[config.mk]
export PLATFORM = sky130hd
export DESIGN_NAME = axis_stream_averager
export DESIGN_NICKNAME = d
export VERILOG_FILES = /design/src/rtl/axis_avg_pkg.sv /design/src/rtl/axis_minmax_track.sv /design/src/rtl/axis_stream_averager.sv
export SDC_FILE = /design/constraint.sdc
export NUM_CORES = 1
export LEC_CHECK = 0
export CAP_MARGIN = 15
export CORE_AREA = 2 2 277 279
export CTS_CLUSTER_DIAMETER = 60
export DETAILED_ROUTE_END_ITERATION = 7
export DIE_AREA = 0 0 279 281
export SETUP_SLACK_MARGIN = 0.2
export SYNTH_ARGS = -nofsm -noshare
export SYNTH_HDL_FRONTEND = slang
export SYNTH_SLANG_ARGS = --single-unit
[constraint.sdc]
create_clock -name a_clk -period 14.8 [get_ports a_clk]
set_input_delay 2.96 -clock a_clk [delete_from_list [all_inputs] [get_ports a_clk]]
set_output_delay 2.96 -clock a_clk [all_outputs]
set_load 0.03 [all_outputs]
[src/rtl/axis_avg_pkg.sv]
// Shared constants and types for the block-averaging decimator.
package axis_avg_pkg;

    localparam int unsigned ACC_W     = 48;
    localparam int unsigned MAX_SHIFT = 16;
    localparam int unsigned CNT_W     = 17;

    // word0 field layout of the configuration bus
    localparam int unsigned SHIFT_LSB = 0;
    localparam int unsigned SHIFT_W   = 5;
    localparam int unsigned EN_BIT    = 8;

    typedef enum logic {
        StIdle,
        StAccum
    } state_e;

endpackage

[src/rtl/axis_minmax_track.sv]
// Signed running min/max register pair. min_o/max_o already include sample_i,
// so the owner can capture the final block result in the same cycle.
module axis_minmax_track #(
    parameter int unsigned Width = 32
) (
    input  logic                    clk_i,
    input  logic                    rst_i,
    input  logic                    clear_i,
    input  logic                    seed_i,
    input  logic                    update_i,
    input  logic signed [Width-1:0] sample_i,
    output logic signed [Width-1:0] min_o,
    output logic signed [Width-1:0] max_o
);

    logic signed [Width-1:0] min_q, min_d;
    logic signed [Width-1:0] max_q, max_d;

    // Ties keep the stored value; a seed ignores the stale registers entirely.
    always_comb begin
        min_o = seed_i ? sample_i : ((sample_i < min_q) ? sample_i : min_q);
        max_o = seed_i ? sample_i : ((sample_i > max_q) ? sample_i : max_q);
    end

    always_comb begin
        min_d = min_q;
        max_d = max_q;
        if (clear_i) begin
            min_d = '0;
            max_d = '0;
        end else if (update_i) begin
            min_d = min_o;
            max_d = max_o;
        end
    end

    always_ff @(posedge clk_i or posedge rst_i) begin
        if (rst_i) begin
            min_q <= '0;
            max_q <= '0;
        end else begin
            min_q <= min_d;
            max_q <= max_d;
        end
    end

endmodule

[src/rtl/axis_stream_averager.sv]
// Averages 2^SHIFT consecutive valid samples and emits avg/min/max once per block.
module axis_stream_averager
    import axis_avg_pkg::*;
#(
    parameter int unsigned SAXIS_TDATA_WIDTH     = 32,
    parameter int unsigned MAXIS_TDATA_WIDTH     = 32,
    parameter logic [31:0] configuration_address = 32'd2001
) (
    input  logic                         a_clk,
    input  logic                         a_rst,
    input  logic [31:0]                  config_addr,
    input  logic [511:0]                 config_data,
    input  logic [SAXIS_TDATA_WIDTH-1:0] S_AXIS_tdata,
    input  logic                         S_AXIS_tvalid,
    output logic [MAXIS_TDATA_WIDTH-1:0] M_AXIS_tdata,
    output logic                         M_AXIS_tvalid,
    output logic [MAXIS_TDATA_WIDTH-1:0] M_AXIS_MIN_tdata,
    output logic [MAXIS_TDATA_WIDTH-1:0] M_AXIS_MAX_tdata,
    output logic [31:0]                  block_count
);

    logic [31:0]        word0;
    logic               cfg_wr;
    logic [SHIFT_W-1:0] shift_raw;
    logic [SHIFT_W-1:0] shift_cfg;
    logic               en_cfg;
    logic               unused_cfg;

    state_e                  state_q;
    logic [SHIFT_W-1:0]      shift_q;
    logic signed [ACC_W-1:0] acc_q;
    logic [CNT_W-1:0]        cnt_q;
    logic [MAXIS_TDATA_WIDTH-1:0] avg_q, min_q, max_q;
    logic                    valid_q;
    logic [31:0]             block_count_q;

    logic signed [ACC_W-1:0]             sample_ext;
    logic signed [ACC_W-1:0]             sum;
    logic signed [ACC_W-1:0]             avg_full;
    logic [CNT_W-1:0]                    last_cnt;
    logic                                accept;
    logic                                last;
    logic signed [SAXIS_TDATA_WIDTH-1:0] blk_min, blk_max;

    assign word0      = config_data[31:0];
    assign cfg_wr     = (config_addr == configuration_address);
    assign shift_raw  = word0[SHIFT_LSB +: SHIFT_W];
    assign shift_cfg  = (shift_raw > SHIFT_W'(MAX_SHIFT)) ? SHIFT_W'(MAX_SHIFT) : shift_raw;
    assign en_cfg     = word0[EN_BIT];
    assign unused_cfg = ^{config_data[511:32], word0[31:EN_BIT+1], word0[EN_BIT-1:SHIFT_W]};

    assign sample_ext = {{(ACC_W - SAXIS_TDATA_WIDTH){S_AXIS_tdata[SAXIS_TDATA_WIDTH-1]}},
                         S_AXIS_tdata};
    assign sum        = acc_q + sample_ext;
    assign avg_full   = sum >>> shift_q;
    assign last_cnt   = (CNT_W'(1) << shift_q) - CNT_W'(1);

    // A sample coinciding with a config write is dropped.
    assign accept = (state_q == StAccum) && S_AXIS_tvalid && !cfg_wr;
    assign last   = (cnt_q == last_cnt);

    axis_minmax_track #(
        .Width (SAXIS_TDATA_WIDTH)
    ) u_minmax (
        .clk_i    (a_clk),
        .rst_i    (a_rst),
        .clear_i  (cfg_wr | (accept & last)),
        .seed_i   (accept & (cnt_q == '0)),
        .update_i (accept),
        .sample_i (S_AXIS_tdata),
        .min_o    (blk_min),
        .max_o    (blk_max)
    );

    always_ff @(posedge a_clk or posedge a_rst) begin
        if (a_rst) begin
            state_q       <= StIdle;
            shift_q       <= '0;
            acc_q         <= '0;
            cnt_q         <= '0;
            avg_q         <= '0;
            min_q         <= '0;
            max_q         <= '0;
            valid_q       <= 1'b0;
            block_count_q <= '0;
        end else begin
            valid_q <= 1'b0;
            if (cfg_wr) begin
                // Any write, even an identical one, drops the block in progress.
                shift_q <= shift_cfg;
                state_q <= en_cfg ? StAccum : StIdle;
                acc_q   <= '0;
                cnt_q   <= '0;
            end else begin
                unique case (state_q)
                    StIdle: ;
                    StAccum: begin
                        if (S_AXIS_tvalid) begin
                            if (last) begin
                                avg_q         <= avg_full[MAXIS_TDATA_WIDTH-1:0];
                                min_q         <= blk_min;
                                max_q         <= blk_max;
                                valid_q       <= 1'b1;
                                block_count_q <= block_count_q + 32'd1;
                                acc_q         <= '0;
                                cnt_q         <= '0;
                            end else begin
                                acc_q <= sum;
                                cnt_q <= cnt_q + CNT_W'(1);
                            end
                        end
                    end
                    default: state_q <= StIdle;
                endcase
            end
        end
    end

    assign M_AXIS_tdata     = avg_q;
    assign M_AXIS_MIN_tdata = min_q;
    assign M_AXIS_MAX_tdata = max_q;
    assign M_AXIS_tvalid    = valid_q;
    assign block_count      = block_count_q;

endmodule

-- Word level (Yosys, flattened, before mapping)
Index checks and enable logic that the tools add are counted.
- reduce and logical (&&, ||, !) cells: 9
- muxes and demuxes: 22
- equality and inequality tests: 2
- bitwise logic cells: 4
- order comparisons: 3
- div/mod/pow operators: 0
- shifts and indexed selects: 2
- $mul: 0
- add/sub/neg operators: 4
- operator list (operator ; number):
    two-way mux 32 bit ; 8
    two-way mux 48 bit ; 4
    two-way mux 17 bit ; 4
    adder 48 x 32 -> 48 bit ; 1
    >>> shifter 48 x 5 -> 32 bit ; 1
    adder 32 x 1 -> 32 bit, second input constant ; 1
    == test 32 x 11 -> 1 bit, second input constant ; 1
    greater-than comparator 32 bit ; 1
    < comparator 32 bit ; 1
    adder 17 x 1 -> 17 bit, second input constant ; 1
    == test 17 bit ; 1
    zero test 17 bit ; 1
    << shifter 1 x 5 -> 17 bit, first input constant ; 1
    subtractor 17 x 2 -> 17 bit, second input constant ; 1
    nonzero test 2 bit ; 3
    greater-than comparator 5 bit, second input constant ; 1
    two-way mux 1 bit ; 5
    two-way mux 5 bit ; 1
    AND reduction 4 bit ; 1
    bitwise AND 1 bit ; 2
    logical AND 1 bit ; 2
    AND reduction 2 bit ; 1
    zero test 1 bit ; 1
    inverter 1 bit ; 1
    bitwise OR 1 bit ; 1
- bits in latches: 0
- output and inout bits: 129
- RAM bits: 0
- memories kept: 0
- memory bits (read-only): 0
- logic and storage cells: 57
- register bits after elaboration: 264

-- Longest topological paths before layout
- depth in word-level cells: 7
- gate-level depth with buffers: 22
- mapped depth without buffers: 16

-- Cells and area by module
A second synthesis with hierarchy kept.
- cells, all modules: 2659
- area, all modules: 21747.1 µm²
- by module, submodules not included (module ; cells an instance ; times used ; area an instance (µm²)):
    axis_stream_averager ; 1844 ; 1 ; 15233.4
    axis_minmax_track ; 815 ; 1 ; 6513.7

-- Worst setup path before layout
Ideal clock, no wire load.
- kind: input to register
- start point: input port S_AXIS_tdata[0]
- end point: register avg_q[23] (netlist: M_AXIS_tdata[23])
- library setup time: 0.123 ns
- data arrival time: 6.106 ns
- setup slack: 8.572 ns
- stages: 13
- required time: 14.677 ns
- path through: ha_1 -> fa_1 -> a211oi_1 -> o211ai_1 -> a41oi_1 -> o21ai_1 -> o31a_1 -> xor2_1 -> mux4_2 -> and2_1 -> a211oi_1 -> a2bb2oi_1 -> a21oi_1
- word-level cells in the longest chain between the ends: 2
- RTL lines (element ; RTL line ; RTL):
    start, declared ; axis_stream_averager.sv:13 ; input logic [SAXIS_TDATA_WIDTH-1:0] S_AXIS_tdata,
    adder 48 x 32 -> 48 bit ; axis_stream_averager.sv:54 ; assign sum = acc_q + sample_ext;
    >>> shifter 48 x 5 -> 32 bit ; axis_stream_averager.sv:55 ; assign avg_full = sum >>> shift_q;
    end signal, assigned ; axis_stream_averager.sv:100 ; avg_q <= avg_full[MAXIS_TDATA_WIDTH-1:0];
    end, declared ; axis_stream_averager.sv:33 ; logic [MAXIS_TDATA_WIDTH-1:0] avg_q, min_q, max_q;
No other way between the ends.
A chain may end at the register's enable or synchronous reset.

-- Final worst setup path
- start point: input port S_AXIS_tdata[21]
- end point: register avg_q[8] (netlist: M_AXIS_tdata[8])
The elaborated chain is that of the path after synthesis.

==> summary.txt <==
GRT
  – Met2 Track Usage GR: 27.6%
  – First-pass GRT wire length: 105 mm
  – Largest net degree at the start of global routing: 77
  – Total grt overflow: 0
  – GR peak layer: met2
  – Met3 GRT Util: 2.52%
  – Vias in the first global route: 17511
  – Initial antenna violation count: 1
  – GRT Total Usage: 16.8%
  – Met1 usage: 22.4%

Power
  – Power per cell area: 75.8 nW/um2
  – Flop pwr share: 40.3%
  – Power share of the clock group: 49.7%
  – Switch Pwr: 0.000461 W
  – Comb power frac: 10.0%
  – Pleak: 9.97 nW
  – Sw Ratio: 25.7%
  – Maximum VDD drop: 0.0000616 V
  – Internal Power: 0.00133 W

CTS
  – Clk_lat worst skew: 550 ps
  – Cts bufs inserted: 37
  – Root buffer cell: clkbuf_16
  – Sinks on the clock net: 264
  – Post-CTS setup buffers: 0
  – TritonCTS clock tree: done
  – Post-CTS sizing: 0
  – H-tree lvl count: 2
  – # hold bufs at CTS: 0
  – Clock transition at path regs: 50 ps
  – Max Root-Sink Buffers: 3

Layout
  – Design area: 23600 um2
  – Most common cell after layout, fill and taps aside: dfrtp_1
  – Layout cell share with drive strength beyond 1: 6.50%
  – Area growth syn-to-layout: 21.1%
  – # diodes: 0
  – Final core occ: 31.3%
  – Most frequent cells in the layout: dfrtp_1, nand2_1, clkdlybuf4s50_1, o21ai_0, nor2_1
  – Layout Nets: 3101
  – Filler cells: 7893

Synth
  – Compound-Gate Fraction of Synth Area: 26.8%
  – Asr flop ratio synth: 100%
  – Post-synthesis adder-cell area fraction: 7.41%
  – Sequential fraction of the synthesis area: 33.8%
  – Largest family of logic cells by synthesized area: compound AO/OA/AOI/OAI gates
  – Synth top area share: 33.8%
  – Post-synth top flop: dfrtp_1
  – Synth top area cells: dfrtp_1, ha_1, nand2_1
  – Mapped Area: 19500 um2
  – Cell variety after synth: 84
  – Synth area leader: dfrtp_1
  – Synthesis warning total: 0
  – Xor/xnor share of the synthesized area: 3.70%
  – Simple-gate share of the synthesized area: 17.3%
  – Post-synth EDFFs: 0
  – Post-Syn Area per Cell: 8.53 um2
  – Syn nets: 2984
  – Mux share of post-synthesis cell area: 6.20%
  – Post-Syn Instances: 2290
  – Flops & latches, synth: 264

Timing
  – Min cycle time layout: 7450 ps
  – Final WS setup: 7350 ps
  – Least-Margin Pin Slew: 1120 ps
  – Final Hold Fails: 0
  – RSZ-0062 raised after global routing: false
  – TNS Setup: 0 ps
  – Worst slew margin: 25.0%
  – Max Fclk: 134 MHz
  – WHS: 472 ps
  – Final Slew Violations: 0
  – Fin crit share: 50.4%
  – Skew final: 21.7 ps
  – Final setup violation count: 0

Floorplanning
  – Row cnt: 101
  – Initial Util: 25.9%
  – Die height: 281 um
  – I/O pin count: 708
  – DIE AREA: 78400 um2
  – Die X: 279 um
  – Core Area: 75400 um2

Placed design
  – Port Buffers: 201
  – Post-DP HPWL: 50.3 mm
  – Final GP Congestion: 0.938
  – Placed cell areas: 22400 um2
  – Setup slack at placement: 6950 ps

Worst setup path
  – Startpoint types: input pin
  – CP required: 15230 ps
  – CP Capture Type: flop
  – Kind of critical path: input pin to flop
  – CP Data Arrival Time: 7880 ps
  – CP Max Fanout: 12

Route
  – Routed via count: 18587
  – Number of DRC violations after detailed-routing iteration 0: 1741
  – 1st-pass router iterations: 6
  – Routed WL: 68.0 mm
  – Detail Route Antenna Nets: 0
  – DR WL/cell: 20.0 um
  – Post-route DRC: 0
  – Routed vias/inst: 5.45

Run
  – Maxcap violations: 0

Worst hold path
  – Hold Path Class: flop to flop

Run status
  – Status: finished, final reports clean
-- layout make-up --
class                   instances  area [um2]  share of cell area (%)
clock inverters                13         138                   0.582
well taps                     978        1220                    5.17
clock buffers                  51        1070                    4.53
repair buffers                233        2250                    9.52
multi-input cells            1787       12000                    50.9
inverters                      84         323                    1.37
flip-flops and latches        264        6610                    28.0
-- through the flow --
step,std cells,power (W)
final,3410,0.00179
after global routing,3410,0.00186
after CTS,3410,0.00182
after detailed placement,3346,0.000914
after global placement,3346,0.000913
after floorplan,2290,0.000841
-- final timing paths --
| kind | startpoint | end | slack (ps) | depth (start not counted) |
|---|---|---|---|---|
| setup reg to reg | shift_q[3] | M_AXIS_tdata[22] | 9080 | 15 |
| setup / recovery | S_AXIS_tdata[21] | M_AXIS_tdata[8] | 7350 | 13 |
| max in group asynchronous | a_rst | shift_q[0] | 9650 | 4 |
| hold / removal | block_count[31] | block_count[31] | 470 | 1 |
| hold reg to reg | block_count[31] | block_count[31] | 470 | 1 |
| min in group asynchronous | a_rst | M_AXIS_MIN_tdata[1] | 2860 | 2 |
-- critical path, stage by stage --
cell             delay [ps]
clkdlybuf4s50_1         650
ha_1                    740
nand4_1                 380
nor3_2                  490
a221oi_4                190
o21ai_0                 580
nor3_1                  160
xnor2_1                 160
buf_4                   170
mux4_2                  520
a21oi_1                 300
mux2i_1                 200
a221o_1                 370
-- cells in the mapped netlist, drive strengths merged (13+ instances only) --
library cell,instances
dfrtp,264
nand2,245
o21ai,184
nor2,168
a21oi,159
clkbuf,116
ha,114
a22o,93
inv,82
mux2i,77
a31oi,53
xnor2,51
nand3,47
nand4,43
a21o,42
nor3,42
buf,39
o211ai,34
a211oi,32
and3,32
xor2,29
nor4,26
a22oi,20
nand2b,18
o22ai,17
or3,17
and2,16
o21a,16
mux2,13
mux4,13
-- power by group through the flow --
stage | registers, W | clock network [W] | logic (W)
after detailed placement | 0.000735 | 0 | 0.000179
final | 0.000722 | 0.000890 | 0.000180
after global placement | 0.000735 | 0 | 0.000178
after CTS | 0.000722 | 0.000915 | 0.000180
after floorplan | 0.000735 | 0 | 0.000106
after global routing | 0.000722 | 0.000942 | 0.000198
-- logic make-up (layout without fill, tap and decap cells) --
family	after synthesis	after routing
DFF	264	264
buffers and inverters	239	381
xor gates and xnor gates	81	81
and+or+nand+nor	709	709
adders and majority gates	115	115
muxes	103	103
AOI/OAI and AO/OA	779	779
-- state kept, by name (all words and copies together) (netlist names) --
name / count
state_q: 1
M_AXIS_tdata: 32
block_count: 32
cnt_q: 17
u_minmax.max_q: 32
u_minmax.min_q: 32
acc_q: 48
M_AXIS_tvalid: 1
M_AXIS_MAX_tdata: 32
M_AXIS_MIN_tdata: 32
shift_q: 5
-- layer usage --
metal	vias up	share of wire [%]
met2	637	47
met3	132	5.9
met5	-	0
met4	0	3.5
met1	9041	44
li1	8777	-
Note: power is estimated with default switching activity, not from simulation.
